### config.mk
export PLATFORM = sky130hd
export DESIGN_NAME = eco32_core_wbu_wfifo
export DESIGN_NICKNAME = d
export VERILOG_FILES = /design/src/rtl/eco32_core_wbu_pkg.sv /design/src/rtl/eco32_core_wbu_wfifo_mem.sv /design/src/rtl/eco32_core_wbu_wfifo.sv
export SDC_FILE = /design/constraint.sdc
export NUM_CORES = 1
export LEC_CHECK = 0
export CORE_ASPECT_RATIO = 0.7
export CORE_UTILIZATION = 35
export CTS_CLUSTER_SIZE = 40
export DETAILED_ROUTE_END_ITERATION = 16
export PLACE_DENSITY = 0.52
export REMOVE_ABC_BUFFERS = 1
export SETUP_SLACK_MARGIN = 0.1
export SLEW_MARGIN = 10
export SYNTH_ARGS = -nofsm -noshare
export SYNTH_HDL_FRONTEND = slang
export SYNTH_SLANG_ARGS = --single-unit
### constraint.sdc
create_clock -name clk -period 9.4 [get_ports clk]
set_clock_uncertainty 0.1 [all_clocks]
set_input_delay 2.82 -clock clk [delete_from_list [all_inputs] [get_ports clk]]
set_output_delay 2.82 -clock clk [all_outputs]
set_load 0.01 [all_outputs]
### src/rtl/eco32_core_wbu_pkg.sv
// Shared write-back unit definitions: entry field widths and packed entry width.
package eco32_core_wbu_pkg;

  localparam int unsigned ADDR_W = 5;
  localparam int unsigned DATA_W = 32;
  localparam int unsigned ENA_W  = 2;

  // Per-channel payload: byte-pair enables, mode, data, tag.
  localparam int unsigned CH_W = ENA_W + 1 + DATA_W + 1;

  // Packed entry: {clr, addr, ena[], mode[], data[], tag[]}.
  function automatic int unsigned entry_w(input int unsigned nch);
    return 1 + ADDR_W + nch * CH_W;
  endfunction

endpackage

### src/rtl/eco32_core_wbu_wfifo_mem.sv
// DEPTH x WIDTH distributed RAM: one synchronous write port, one asynchronous read port.
// No reset on the storage array.
module eco32_core_wbu_wfifo_mem #(
  parameter int unsigned DEPTH = 16,
  parameter int unsigned WIDTH = 78
) (
  input  logic                     clk,
  input  logic                     i_we,
  input  logic [$clog2(DEPTH)-1:0] i_waddr,
  input  logic [WIDTH-1:0]         i_wdata,
  input  logic [$clog2(DEPTH)-1:0] i_raddr,
  output logic [WIDTH-1:0]         o_rdata
);

  logic [WIDTH-1:0] r_mem [DEPTH];

  // Write port.
  always_ff @(posedge clk) begin
    if (i_we) r_mem[i_waddr] <= i_wdata;
  end

  assign o_rdata = r_mem[i_raddr];

endmodule

### src/rtl/eco32_core_wbu_wfifo.sv
// Write-back FIFO with first-word-fall-through head, registered almost-full and
// sticky overflow flag. Optional pending-write lookup port enabled by the macro
// ECO32_CORE_WBU_WFIFO_HAZARD_EN (q_addr/q_hit).
module eco32_core_wbu_wfifo
  import eco32_core_wbu_pkg::*;
#(
  parameter int unsigned DEPTH    = 16,
  parameter int unsigned NCH      = 2,
  parameter int unsigned AF_LIMIT = 1
) (
  input  logic                     clk,
  input  logic                     rst,
  output logic                     x_af,
  input  logic                     i_stb,
  input  logic                     i_clr,
  input  logic [ADDR_W-1:0]        i_addr,
  input  logic [ENA_W*NCH-1:0]     i_ena,
  input  logic [NCH-1:0]           i_mode,
  input  logic [DATA_W*NCH-1:0]    i_data,
  input  logic [NCH-1:0]           i_tag,
  output logic                     o_stb,
  output logic                     o_clr,
  output logic [ADDR_W-1:0]        o_addr,
  output logic [ENA_W*NCH-1:0]     o_ena,
  output logic [NCH-1:0]           o_mode,
  output logic [DATA_W*NCH-1:0]    o_data,
  output logic [NCH-1:0]           o_tag,
  input  logic                     o_ack,
  output logic [$clog2(DEPTH):0]   o_cnt,
  output logic                     o_err
`ifdef ECO32_CORE_WBU_WFIFO_HAZARD_EN
  ,
  input  logic [ADDR_W-1:0]        q_addr,
  output logic                     q_hit
`endif
);

  localparam int unsigned AW = $clog2(DEPTH);
  localparam int unsigned CW = AW + 1;
  localparam int unsigned EW = entry_w(NCH);

  logic [AW-1:0] r_wr_ptr;
  logic [AW-1:0] r_rd_ptr;
  logic [CW-1:0] r_cnt;
  logic [CW-1:0] w_cnt_next;
  logic          r_af;
  logic          r_err;
  logic          w_full;
  logic          w_pop;
  logic          w_push;
  logic          w_ovf;
  logic [EW-1:0] w_wdata;
  logic [EW-1:0] w_rdata;

  assign w_full  = (r_cnt == CW'(DEPTH));
  assign w_pop   = (r_cnt != '0) && o_ack;
  // A full FIFO still accepts a push when the head leaves in the same cycle.
  assign w_push  = i_stb && (!w_full || w_pop);
  assign w_ovf   = i_stb && w_full && !w_pop;
  assign w_wdata = {i_clr, i_addr, i_ena, i_mode, i_data, i_tag};

  eco32_core_wbu_wfifo_mem #(
    .DEPTH (DEPTH),
    .WIDTH (EW)
  ) u_mem (
    .clk     (clk),
    .i_we    (w_push),
    .i_waddr (r_wr_ptr),
    .i_wdata (w_wdata),
    .i_raddr (r_rd_ptr),
    .o_rdata (w_rdata)
  );

  // Next occupancy from push/pop combination.
  always_comb begin
    w_cnt_next = r_cnt;
    unique case ({w_push, w_pop})
      2'b10:   w_cnt_next = r_cnt + 1'b1;
      2'b01:   w_cnt_next = r_cnt - 1'b1;
      default: w_cnt_next = r_cnt;
    endcase
  end

  // Pointers, occupancy, almost-full and sticky overflow state.
  always_ff @(posedge clk or posedge rst) begin
    if (rst) begin
      r_wr_ptr <= '0;
      r_rd_ptr <= '0;
      r_cnt    <= '0;
      r_af     <= 1'b0;
      r_err    <= 1'b0;
    end else begin
      if (w_push) r_wr_ptr <= r_wr_ptr + 1'b1;
      if (w_pop)  r_rd_ptr <= r_rd_ptr + 1'b1;
      r_cnt <= w_cnt_next;
      r_af  <= (CW'(DEPTH) - w_cnt_next) <= CW'(AF_LIMIT);
      if (w_ovf) r_err <= 1'b1;
    end
  end

  assign x_af  = r_af;
  assign o_err = r_err;
  assign o_cnt = r_cnt;
  assign o_stb = (r_cnt != '0);
  assign {o_clr, o_addr, o_ena, o_mode, o_data, o_tag} = w_rdata;

`ifdef ECO32_CORE_WBU_WFIFO_HAZARD_EN
  // Shadow copy of each slot's address and any-enable bit, for parallel compare.
  logic [ADDR_W-1:0] r_haddr [DEPTH];
  logic              r_hena  [DEPTH];

  // Shadow write alongside the RAM write.
  always_ff @(posedge clk) begin
    if (w_push) begin
      r_haddr[r_wr_ptr] <= i_addr;
      r_hena[r_wr_ptr]  <= |i_ena;
    end
  end

  // Slot i is valid when its distance from the read pointer is below the count;
  // the head being popped this cycle is still counted.
  always_comb begin
    logic [AW-1:0] off;
    off   = '0;
    q_hit = 1'b0;
    for (int i = 0; i < int'(DEPTH); i++) begin
      off = AW'(i) - r_rd_ptr;
      if (({1'b0, off} < r_cnt) && r_hena[i] && (r_haddr[i] == q_addr)) q_hit = 1'b1;
    end
  end
`endif

endmodule

# Word-level counts from Yosys, hierarchy flattened
# Memory sizes are Yosys's and may differ from the RTL's.
# Index checks and enable logic that the tools add are counted.
# W data, S select, Z words.
[classes] addsub=5 magnitude_cmp=1 n_eq_ne=3 n_mux=3 n_reduce_logical=8
[ops] operator="$pmux W5 S2" count=1
[ops] operator="$add A4 B1 Y4 const B" count=2
[ops] operator="$add A5 B1 Y5 const B" count=1
[ops] operator="$eq A5 B5 Y1 const B" count=1
[ops] operator="$le A5 B1 Y1 const B" count=1
[ops] operator="$reduce_bool A5 Y1" count=1
[ops] operator="$sub A5 B1 Y5 const B" count=1
[ops] operator="$sub A5 B5 Y5 const A" count=1
[ops] operator="$logic_and A1 B1 Y1" count=4
[ops] operator="$eq A2 B1 Y1 const B" count=1
[ops] operator="$eq A2 B2 Y1 const B" count=1
[ops] operator="$logic_not A1 Y1" count=2
[ops] operator="$mux W1" count=2
[ops] operator="$logic_or A1 B1 Y1" count=1
[totals] regBits=15 ram_bits=1248 output_inout_bits=86 elab_cells=26 memories=1
[memory_table] name="u_mem.r_mem" words=16 width=78 rd=1 rd_ports_with_merged_regs=0 write_ports=1 line_no="eco32_core_wbu_wfifo_mem.sv:15" source="logic [WIDTH-1:0] r_mem [DEPTH];"

# Depth between registers and ports, before layout
[logic_depth] ltp_word=8 ltp_mapped=14 mapped_depth_nobuf=13

# Hierarchy
# From an unflattened synthesis, not the netlist that was laid out.
[unflattened] hier_cells=2031 area_unflattened_um2=47720.8
[by_module_without_submodules] module="eco32_core_wbu_wfifo_mem" instances=1 cells_per_inst=1926 area_each_um2=46711.0 seq_area_each_um2=37475.9
[by_module_without_submodules] module="eco32_core_wbu_wfifo" instances=1 cells_per_inst=105 area_each_um2=1009.7 seq_area_each_um2=375.4

# Worst setup path before layout
# Ideal clock, no wire load.
[synth_path] kind="input to register" from="input i_stb" to="memory u_mem.r_mem[3][0] (enable)" arrival_ns=8.918 required_ns=8.690 setup_slack_ns=-0.228 path_stages=5 n_path_buf=2 path_cell_list="clkbuf_1 -> o21a_1 -> clkbuf_1 -> nand2_1 -> nor3_1"
[synth_via] elab_chain_len=3
[synth_rtl] element="start, declared" line_no="eco32_core_wbu_wfifo.sv:14" source="input logic i_stb,"
[synth_rtl] element="$logic_and A1 B1 Y1" line_no="eco32_core_wbu_wfifo.sv:58" source="assign w_push = i_stb && (!w_full || w_pop);"
[synth_rtl] element="$mux W1" line_no="eco32_core_wbu_wfifo_mem.sv:19" source="if (i_we) r_mem[i_waddr] <= i_wdata;"
[synth_rtl] element="$mux W1 (implied by the code)" line_no="eco32_core_wbu_wfifo_mem.sv:19"
[synth_rtl] element="end, declared" line_no="eco32_core_wbu_wfifo_mem.sv:15"
# Every way passes these cells.

# Worst setup path after layout
[layout_path] from="register r_rd_ptr[1]" to="output o_data[51]"
[layout_via] elab_chain_len=1
[layout_rtl] element="start, declared" line_no="eco32_core_wbu_wfifo.sv:43" source="logic [AW-1:0] r_rd_ptr;"
[layout_rtl] element="start signal, assigned" line_no="eco32_core_wbu_wfifo.sv:94" source="if (w_pop) r_rd_ptr <= r_rd_ptr + 1'b1;"
[layout_rtl] element="$mem_v2 Z16 W78"
[layout_rtl] element="end, declared" line_no="eco32_core_wbu_wfifo.sv:26" source="output logic [DATA_W*NCH-1:0] o_data,"
# Every way passes these cells.

==> flow_metrics.env <==
export IMPL_status="finished, final reports clean"
export IMPL_grt_antenna_before_repair=11
export IMPL_cp_start_kind="flop"
export IMPL_synthesis_area_mm2=0.0478
export IMPL_worstPathArrival_ns=4.00
export IMPL_ioPinCount=168
export IMPL_nets=2192
export IMPL_placed_area_mm2=0.0519
export IMPL_die_y_um=311
export IMPL_yosys_area_top_type="edfxtp_1"
export IMPL_fin_area_mm2=0.0557
export IMPL_vias=21000
export IMPL_finalMaxSlewViolations=0
export IMPL_htreeDepth=3
export IMPL_cts_buffers=119
export IMPL_slew_headroom=0.276
export IMPL_max_freq_mhz=145
export IMPL_hold_path_class="flop to flop"
export IMPL_grt_pass1_wl_um=160000
export IMPL_synth_area_leaders="edfxtp_1, mux4_2, dfrtp_1"
export IMPL_grtUsageMet1=0.226
export IMPL_cts_setup_buffers=0
export IMPL_rsz0062_at_grt="false"
export IMPL_setup_worst_path_end_class="output pin"
export IMPL_final_instance_count_excl_fill=3989
export IMPL_vias_per_cell=5.26
export IMPL_final_hold_viol_count=0
export IMPL_port_buffers=167
export IMPL_synth_most_common_cell="edfxtp_1"
export IMPL_cellPowerDensity_mw_per_mm2=304
export IMPL_syn_area_per_cell_um2=25.6
export IMPL_placed_cells=3763
export IMPL_dp_hpwl_um=57000
export IMPL_cts_root_buf="clkbuf_16"
export IMPL_dieArea_mm2=0.138
export IMPL_drt_iter0_drc=1812
export IMPL_core_area_mm2=0.136
export IMPL_grt_pass1_vias=22400
export IMPL_clk_latency_ns=0.73
export IMPL_core_rowCount=113
export IMPL_synth_top_flop_cell="edfxtp_1"
export IMPL_layout_setup_ws_ns=2.48
export IMPL_cts_clk_slew_worst_paths_ns=0.06
export IMPL_die_x_um=444
export IMPL_total_power_uw=16900
export IMPL_syn_inst=1867
export IMPL_synth_edf_count=1248
export IMPL_drt_pass1_iterations=5
export IMPL_grt_overflow=0
export IMPL_tns_ns=0
export IMPL_syn_to_final_growth_pct=16.5
export IMPL_wl_um=111000
export IMPL_ys_ff_latch=1263
export IMPL_maxCapViolations=0
export IMPL_critical_path_max_fanout=59
export IMPL_setup_viol=0
export IMPL_drcViolationCount=0
export IMPL_clockBufferDepth=3
export IMPL_async_reset_ff_frac=0.0119
export IMPL_synth_top_area_frac=0.784
export IMPL_ys_types=47
export IMPL_leakagePower_uw=0.0170
export IMPL_vdd_ir_drop_max_uv=236
export IMPL_ys_warn_count=0
export IMPL_cts_num_sinks=1263
export IMPL_wire_per_inst_um=27.8
export IMPL_cts_tree="yes"
export IMPL_cts_hold_buffers=0
export IMPL_routabilityCongestion=0.710
export IMPL_fin_crit_sh=0.736
export IMPL_ctsResizeCount=0
export IMPL_post_place_ws_ns=3.01
export IMPL_top_usage_layer="met2"
export IMPL_layout_drive_gt1_share=0.286
export IMPL_critical_path_required_ns=6.48
export IMPL_ant_nets=0
export IMPL_grt_max_degree=90
export IMPL_use_met3=0.0315
export IMPL_seq_area_frac_synth=0.792
export IMPL_start_util=0.353
export IMPL_grtUsageMet2=0.260
export IMPL_critPathKind="flop to output pin"
export IMPL_min_period_ns=6.92
export IMPL_grt_total_usage=0.161
export IMPL_ys_top_cells_by_count="edfxtp_1, mux4_2, clkbuf_1"
export IMPL_tightest_slew_ns=1.09
state kept, by name (all words and copies together) (netlist names):
register,cells
o_cnt,5
o_err,1
r_rd_ptr,4
r_wr_ptr,4
u_mem.r_mem,1248
x_af,1
metal layers:
layer  up-vias  wire length [um]
met5         -                58
li1       8644                 -
met2       549             54500
met4         8              2020
met1     11600             48500
met3       165              5760
where the power goes:
part	internal [uW]	leakage, uW	total, uW	switching, uW
sequential	6780	0.0114	7130	348
clock	2630	0.00186	4710	2080
combinational	2610	0.00373	5060	2450
total	12000	0.0170	16900	4880
worst paths after layout:
| check | startpoint | cells after the start | endpoint | slack (ns) |
|---|---|---|---|---|
| max | r_rd_ptr[1] | 4 | o_data[51] | 2.48 |
| min | o_err | 1 | o_err | 0.42 |
| max reg2reg | o_cnt[2] | 10 | x_af | 5.64 |
| min reg2reg | o_err | 1 | o_err | 0.42 |
| max in group asynchronous | rst | 2 | r_rd_ptr[1] | 6.24 |
| min in group asynchronous | rst | 2 | o_cnt[1] | 2.42 |
stage by stage:
stage	util	hold WS (ns)
6_report	0.411	0.421
5_1_grt	0.411	0.440
4_1_cts	0.411	0.418
3_5_place_dp	0.382	0.394
3_3_place_gp	0.382	0.385
2_1_floorplan	-	0.413
area by class of cell:
type | count | area [um^2]
fillers | 11600 | 79900
flip-flops and latches | 1263 | 37900
multi-input cells | 495 | 9610
clock buffers | 149 | 3160
well taps | 1782 | 2230
repair buffers | 212 | 2110
clock inverters | 72 | 648
inverters | 11 | 41.3
diodes | 5 | 12.5
layout by cell type (no fill, tap or decap), drive strengths merged, types with 2 or more instances in the layout:
cell type      instances
a21oi                  4
xor2                   3
xnor2                  6
a211o                  2
nand3                  3
nor3b                  2
o21ai                  3
clkinv                54
a211oi                 2
clkinvlp               5
dfrtp                 15
nand2                 11
mux2i                  2
nand4                  2
nor2                  18
buf                   45
diode                  5
edfxtp              1248
inv                   15
nor2b                  2
nand2b                 6
mux4                 390
ha                     8
nor4                   3
clkbuf               149
bufinv                 9
o211a                  2
nand3b                 2
nor3                   5
clkdlybuf4s50        167
worst max-delay path, stage by stage (launching register included):
cell,delay [ns]
dfrtp_4,1.07
buf_4,0.64
mux4_2,0.42
mux4_2,0.50
clkdlybuf4s50_1,0.54
logic make-up after synthesis:
kind of cell / share of synthesized area
flops: 0.792
compound gates: 0.00390
mux: 0.184
xor+xnor: 0.00165
simple gates: 0.00670
buf+inv: 0.00945
fa+ha+maj: 0.00209
(Power assumes the default switching activity.)
